`src/rtl/efb_wb_arbiter_pkg.sv`:
```
// Shared encodings for the EFB Wishbone arbiter: FSM states, one-hot grant codes
// and the small helpers that translate between them.
package efb_wb_arbiter_pkg;

    localparam logic [1:0] ST_IDLE = 2'd0;
    localparam logic [1:0] ST_G0   = 2'd1;
    localparam logic [1:0] ST_G1   = 2'd2;

    localparam logic [1:0] GNT_NONE = 2'b00;
    localparam logic [1:0] GNT_M0   = 2'b01;
    localparam logic [1:0] GNT_M1   = 2'b10;

    localparam logic LAST_M0 = 1'b0;
    localparam logic LAST_M1 = 1'b1;

    function automatic logic [1:0] state_to_gnt(input logic [1:0] st);
        case (st)
            ST_G0:   return GNT_M0;
            ST_G1:   return GNT_M1;
            default: return GNT_NONE;
        endcase
    endfunction

    // Tie-break from IDLE: the master that was not granted last goes first.
    function automatic logic [1:0] idle_pick(input logic cyc0, input logic cyc1,
                                             input logic last);
        if (cyc0 && cyc1) begin
            return (last == LAST_M1) ? ST_G0 : ST_G1;
        end else if (cyc0) begin
            return ST_G0;
        end else if (cyc1) begin
            return ST_G1;
        end
        return ST_IDLE;
    endfunction

endpackage

```
`src/rtl/efb_arb_watchdog.sv`:
```
// Stall watchdog: counts consecutive strobe cycles without ack and pulses
// expire_o on the TIMEOUT-th one. TIMEOUT=0 disables it.
module efb_arb_watchdog #(
    parameter int TIMEOUT = 64
) (
    input  logic clk_i,
    input  logic rst_n,
    input  logic active_i,
    input  logic ack_i,
    input  logic gnt_chg_i,
    output logic expire_o
);

    localparam int CNT_W = (TIMEOUT > 0) ? $clog2(TIMEOUT + 1) : 1;
    localparam int LIMIT = (TIMEOUT > 0) ? TIMEOUT - 1 : 0;
    localparam logic [CNT_W-1:0] LIMIT_C = CNT_W'(LIMIT);

    logic [CNT_W-1:0] cnt_q;
    logic [CNT_W-1:0] cnt_d;

    // Expiry does not look at ack so the forced stb drop never depends on the slave.
    always_comb begin
        expire_o = (TIMEOUT != 0) && active_i && (cnt_q == LIMIT_C);
    end

    always_comb begin
        cnt_d = cnt_q + 1'b1;
        if ((TIMEOUT == 0) || gnt_chg_i || !active_i || ack_i || expire_o) begin
            cnt_d = '0;
        end
    end

    always_ff @(posedge clk_i or negedge rst_n) begin
        if (!rst_n) begin
            cnt_q <= '0;
        end else begin
            cnt_q <= cnt_d;
        end
    end

endmodule

```
`src/rtl/efb_wb_arbiter.sv`:
```
// Two-master Wishbone arbiter in front of the EFB slave port. Grants last a whole
// cyc tenure so multi-access I2C/SPI sequences stay atomic; a watchdog ends hung accesses.
module efb_wb_arbiter
    import efb_wb_arbiter_pkg::*;
#(
    parameter int ADR_W   = 8,
    parameter int DAT_W   = 8,
    parameter int TIMEOUT = 64
) (
    input  logic             wb_clk_i,
    input  logic             rst_n,

    input  logic             m0_cyc_i,
    input  logic             m0_stb_i,
    input  logic             m0_we_i,
    input  logic [ADR_W-1:0] m0_adr_i,
    input  logic [DAT_W-1:0] m0_dat_i,
    output logic [DAT_W-1:0] m0_dat_o,
    output logic             m0_ack_o,
    output logic             m0_err_o,

    input  logic             m1_cyc_i,
    input  logic             m1_stb_i,
    input  logic             m1_we_i,
    input  logic [ADR_W-1:0] m1_adr_i,
    input  logic [DAT_W-1:0] m1_dat_i,
    output logic [DAT_W-1:0] m1_dat_o,
    output logic             m1_ack_o,
    output logic             m1_err_o,

    output logic             s_cyc_o,
    output logic             s_stb_o,
    output logic             s_we_o,
    output logic [ADR_W-1:0] s_adr_o,
    output logic [DAT_W-1:0] s_dat_o,
    input  logic [DAT_W-1:0] s_dat_i,
    input  logic             s_ack_i,

    output logic [1:0]       gnt_o
);

    logic [1:0]       state_q;
    logic [1:0]       state_d;
    logic             last_q;
    logic             last_d;

    logic             g0;
    logic             g1;
    logic             gnt_cyc;
    logic             gnt_stb;
    logic             gnt_we;
    logic [ADR_W-1:0] gnt_adr;
    logic [DAT_W-1:0] gnt_dat;
    logic             gnt_chg;
    logic             wd_expire;
    logic             ack_fwd;

    // Grant FSM: hold while the owner keeps cyc, hand over directly when it drops.
    always_comb begin
        state_d = state_q;
        case (state_q)
            ST_IDLE: state_d = idle_pick(m0_cyc_i, m1_cyc_i, last_q);
            ST_G0: begin
                if (!m0_cyc_i) begin
                    state_d = m1_cyc_i ? ST_G1 : ST_IDLE;
                end
            end
            ST_G1: begin
                if (!m1_cyc_i) begin
                    state_d = m0_cyc_i ? ST_G0 : ST_IDLE;
                end
            end
            default: state_d = ST_IDLE;
        endcase
    end

    always_comb begin
        last_d = last_q;
        if ((state_d == ST_G0) && (state_q != ST_G0)) begin
            last_d = LAST_M0;
        end else if ((state_d == ST_G1) && (state_q != ST_G1)) begin
            last_d = LAST_M1;
        end
    end

    always_comb begin
        gnt_chg = (state_d != state_q);
    end

    always_ff @(posedge wb_clk_i or negedge rst_n) begin
        if (!rst_n) begin
            state_q <= ST_IDLE;
            last_q  <= LAST_M1;
        end else begin
            state_q <= state_d;
            last_q  <= last_d;
        end
    end

    // Request mux driven purely by the registered grant.
    always_comb begin
        g0      = (state_q == ST_G0);
        g1      = (state_q == ST_G1);
        gnt_cyc = 1'b0;
        gnt_stb = 1'b0;
        gnt_we  = 1'b0;
        gnt_adr = '0;
        gnt_dat = '0;
        if (g0) begin
            gnt_cyc = m0_cyc_i;
            gnt_stb = m0_cyc_i & m0_stb_i;
            gnt_we  = m0_we_i;
            gnt_adr = m0_adr_i;
            gnt_dat = m0_dat_i;
        end else if (g1) begin
            gnt_cyc = m1_cyc_i;
            gnt_stb = m1_cyc_i & m1_stb_i;
            gnt_we  = m1_we_i;
            gnt_adr = m1_adr_i;
            gnt_dat = m1_dat_i;
        end
    end

    efb_arb_watchdog #(
        .TIMEOUT (TIMEOUT)
    ) u_watchdog (
        .clk_i     (wb_clk_i),
        .rst_n     (rst_n),
        .active_i  (gnt_stb),
        .ack_i     (s_ack_i),
        .gnt_chg_i (gnt_chg),
        .expire_o  (wd_expire)
    );

    // An ack only counts while the owner's strobe is actually out on the bus;
    // anything else (idle, hand-over cycle, expiry cycle) is a stray and dropped.
    always_comb begin
        ack_fwd = s_ack_i & gnt_stb & ~wd_expire;
    end

    always_comb begin
        s_cyc_o = gnt_cyc & ~wd_expire;
        s_stb_o = gnt_stb & ~wd_expire;
        s_we_o  = gnt_we;
        s_adr_o = gnt_adr;
        s_dat_o = gnt_dat;
    end

    always_comb begin
        m0_ack_o = g0 & ack_fwd;
        m0_err_o = g0 & wd_expire;
        m0_dat_o = g0 ? s_dat_i : '0;
        m1_ack_o = g1 & ack_fwd;
        m1_err_o = g1 & wd_expire;
        m1_dat_o = g1 ? s_dat_i : '0;
        gnt_o    = state_to_gnt(state_q);
    end

endmodule
```
`config.mk`:
```
export PLATFORM = sky130hd
export DESIGN_NAME = efb_wb_arbiter
export DESIGN_NICKNAME = d
export VERILOG_FILES = /design/src/rtl/efb_wb_arbiter_pkg.sv /design/src/rtl/efb_arb_watchdog.sv /design/src/rtl/efb_wb_arbiter.sv
export SDC_FILE = /design/constraint.sdc
export NUM_CORES = 1
export LEC_CHECK = 0
export CORE_MARGIN = 2
export CORE_UTILIZATION = 26
export DETAILED_ROUTE_END_ITERATION = 10
export PLACE_DENSITY_LB_ADDON = 0.3
export SETUP_SLACK_MARGIN = 0.05
export SYNTH_ARGS = -nofsm -noshare
export SYNTH_HDL_FRONTEND = slang
export SYNTH_SLANG_ARGS = --single-unit
```
`constraint.sdc`:
```
create_clock -name wb_clk_i -period 1.8 [get_ports wb_clk_i]
set_clock_uncertainty 0.2 [all_clocks]
set_input_delay 0.36 -clock wb_clk_i [delete_from_list [all_inputs] [get_ports wb_clk_i]]
set_output_delay 0.36 -clock wb_clk_i [all_outputs]
set_load 0.02 [all_outputs]
```
==> results.py <==
metrics = {
    "status": {
        "outcome": "complete, but fails checks",
        "violations": "negative setup slack",
    },
    "pwr": {
        "p_clk_frac": 0.137,
        "seqPwrFrac": 0.156,
        "switchingPower_w": 0.000596,
        "swShare": 0.364,
        "power_leakage_nw": 1.27,
        "p_comb_frac": 0.707,
        "power.density_mw_per_mm2": 616,
        "peakVddDrop_mv": 0.425,
        "power.internal_w": 0.00104,
        "power_w": 0.00164,
    },
    "clock_network": {
        "clkTransAtPathRegs_ns": 0.08,
        "numCtsBuffers": 3,
        "cts_tree": "built",
        "clock_sink_count": 10,
        "cts.htree.levels": 1,
        "root_buffer": "clkbuf_4",
        "clk_latency_ns": 0.29,
        "cts_buffer_depth": 2,
    },
    "detailed_routing": {
        "routedWlPerCell_um": 21.1,
        "via_count": 1482,
        "antenna_left": 0,
        "vias_per_cell": 5.20,
        "initialDrtViolationCount": 69,
        "firstDrtPassIters": 4,
        "drc_errors": 0,
        "routed_wl_um": 6020,
    },
    "global_routing": {
        "grt_pass1_wl_um": 7730,
        "grtUsageTotal": 0.290,
        "first_global_vias": 1495,
        "antenna_found_initial": 0,
        "grt_max_degree": 11,
        "grt_overflow": 0,
    },
    "logic_synthesis": {
        "synth_seq_cells": 10,
        "synth_top_cell_area_share": 0.263,
        "synth_top_family_by_area": "simple AND/OR/NAND/NOR gates",
        "synthMuxAreaShare": 0,
        "ys_types": 34,
        "syn_avg_cell_area_um2": 8.66,
        "syn_area_um2": 857,
        "synthTopCellsByArea": "dfrtp_1, a22o_1, and2_1",
        "synth_warnings": 0,
        "synth_nets": 149,
        "syn_inst": 99,
        "synth_compound_area_frac": 0.273,
        "synthSimpleGateAreaFrac": 0.323,
        "synth-seq-area-share": 0.293,
        "synth-xor-area-share": 0.0409,
        "post_synth_fa_ha_maj_area_fraction": 0.0146,
        "synth_largest_area_cell": "dfrtp_1",
    },
    "worst_setup_path": {
        "crit_chain": "buf_6, and3b_2, a32oi_2, nor2_4, and3_4, buf_6",
        "crit_slowest_cell": "dfrtp_1",
        "path_max_fanout": 3,
        "cp-start-kind": "register",
        "path_delay_family": "simple AND/OR/NAND/NOR gates",
        "critPathBufInv": 2,
        "path_class": "register to output port",
        "worst_ep_required_time_ns": 1.24,
        "critPathArrivalTime_ns": 1.72,
        "startpoint": "state_q[0]$_DFF_PN0_",
        "timing.rr.start": "state_q[0]$_DFF_PN0_",
        "cp_common_cell": "buf_6",
        "slowest_delay_ns": 0.42,
        "worst_setup_path_end_kind": "output port",
    },
    "timing": {
        "layout_min_cycle_time_ns": 2.28,
        "max_slew_margin": 0.659,
        "finalMaxSlewViolations": 0,
        "worst_pin_slew_ns": 0.511,
        "rsz0062_at_grt": "yes",
        "worst_hold_slack_ns": 0.206,
        "setup_violations": 46,
        "worst_slack_ns": -0.479,
        "period_share": 1.27,
        "hold_viol": 0,
        "timing.fmax_mhz": 439,
    },
    "flow_run": {
        "cap_violations": 0,
    },
    "final_layout": {
        "fill_cells": 170,
        "layout-drive-gt1-share": 0.639,
        "num-nets-final": 292,
        "diodes": 0,
        "area_growth_pct": 210,
    },
    "floorplanning": {
        "fp.dieH_um": 61.4,
        "rows": 20,
        "coreArea_mm2": 0.00310,
        "die_w_um": 61.4,
        "ios": 90,
        "initial_core_util": 0.276,
        "die_area_mm2": 0.00377,
    },
    "placed_design": {
        "place_congestion": 0.826,
        "hpwl_um": 3120,
        "port_buffers": 89,
    },
    "min_path": {
        "hold_path_class": "input port to async pin",
    },
}
cell families after synthesis:
| group | after synthesis |
|---|---|
| XOR/XNOR | 4 |
| AO/OA/AOI/OAI | 28 |
| AND/OR/NAND/NOR | 47 |
| adder cells (fa/ha/maj) | 1 |
| buffers and inverters | 9 |
| flip-flops | 10 |
through the flow:
stage | cell area (um2) | instances | utilization | TNS [ns] | setup WS [ns]
after floorplan | 1040 | 99 | - | -0.445 | -0.0777
after global placement | 2090 | 247 | 0.673 | -19.46 | -0.835
after detailed placement | 2090 | 247 | 0.673 | -20.35 | -0.848
after CTS | 2550 | 281 | 0.822 | -12.26 | -0.463
after global routing | 2660 | 285 | 0.856 | -15.93 | -0.552
final | 2660 | 285 | 0.856 | -14.20 | -0.479
cells in the mapped netlist (all sizes together):
master,n
a22o,17
and2,17
dfrtp,9
nor2,9
and3,5
buf,5
a21oi,3
clkbuf,3
nand2,3
nand3,3
nor2b,2
nor3,2
xnor2,2
xor2,2
a221oi,1
a32o,1
a32oi,1
and2b,1
and3b,1
dfstp,1
ha,1
inv,1
nand2b,1
nand3b,1
nor4b,1
o21a,1
o21ai,1
o22a,1
o22ai,1
o311ai,1
or3,1
layer usage:
layer / global-route usage / wire (um) / vias up
met5: 0 / 0 / -
met4: 0.106 / 296 / 0
met3: 0.0546 / 439 / 28
met2: 0.529 / 3290 / 98
met1: 0.335 / 2000 / 704
li1: - / - / 652
worst paths after layout:
kind	to	slack (ns)	cells after the start
max in group asynchronous	last_q$_DFFE_PN1P_	0.84	1
min reg2reg	last_q$_DFFE_PN1P_	0.37	1
max reg2reg	u_watchdog.cnt_q[0]$_DFF_PN0_	-0.20	6
max	m0_ack_o	-0.48	6
min	u_watchdog.cnt_q[6]$_DFF_PN0_	0.21	1
min in group wb_clk_i	last_q$_DFFE_PN1P_	0.37	1
state kept, by name, indices dropped and copies added, names as in the netlist:
name              cells
last_q                1
state_q               2
u_watchdog.cnt_q      7
cell usage in the layout, fill, tap and decap left out, types with 3 or more instances in the layout:
master            n
a22o_1            6
a22o_4           11
and2_4           16
and3_4            4
buf_4            29
buf_6            66
clkbuf_4          3
clkdlybuf4s50_1  47
dfrtp_1           9
nand3_1           3
nor2_1            4
nor2_4            3
power groups by stage:
stage	sequential, W	combinational (W)	clock (W)
finish	0.000255	0.00116	0.000225
global route	0.000257	0.00120	0.000237
CTS	0.000253	0.00107	0.000221
detailed placement	0.000258	0.000778	0
global placement	0.000257	0.000763	0
floorplan	0.000252	0.000420	0
area by class of cell:
type / instances / area (um2) / area share
repair buffers: 146 / 1500 / 0.563
multi-input cells: 80 / 816 / 0.307
flip-flops and latches: 10 / 251 / 0.0946
well taps: 44 / 55.1 / 0.0207
clock buffers: 4 / 36.3 / 0.0137
inverters: 1 / 3.75 / 0.00141
what timing repair did:
item / CTS / global route
setup endpoints to repair: 46 / 46
hold endpoints to repair: 0 / 0
hold buffers: 0 / 0
pin swaps: 17 / 14
gates resized for setup: 281 / 33
setup buffers: 29 / 7
gates cloned: 1 / 0
Note: power is estimated with default switching activity, not from simulation.
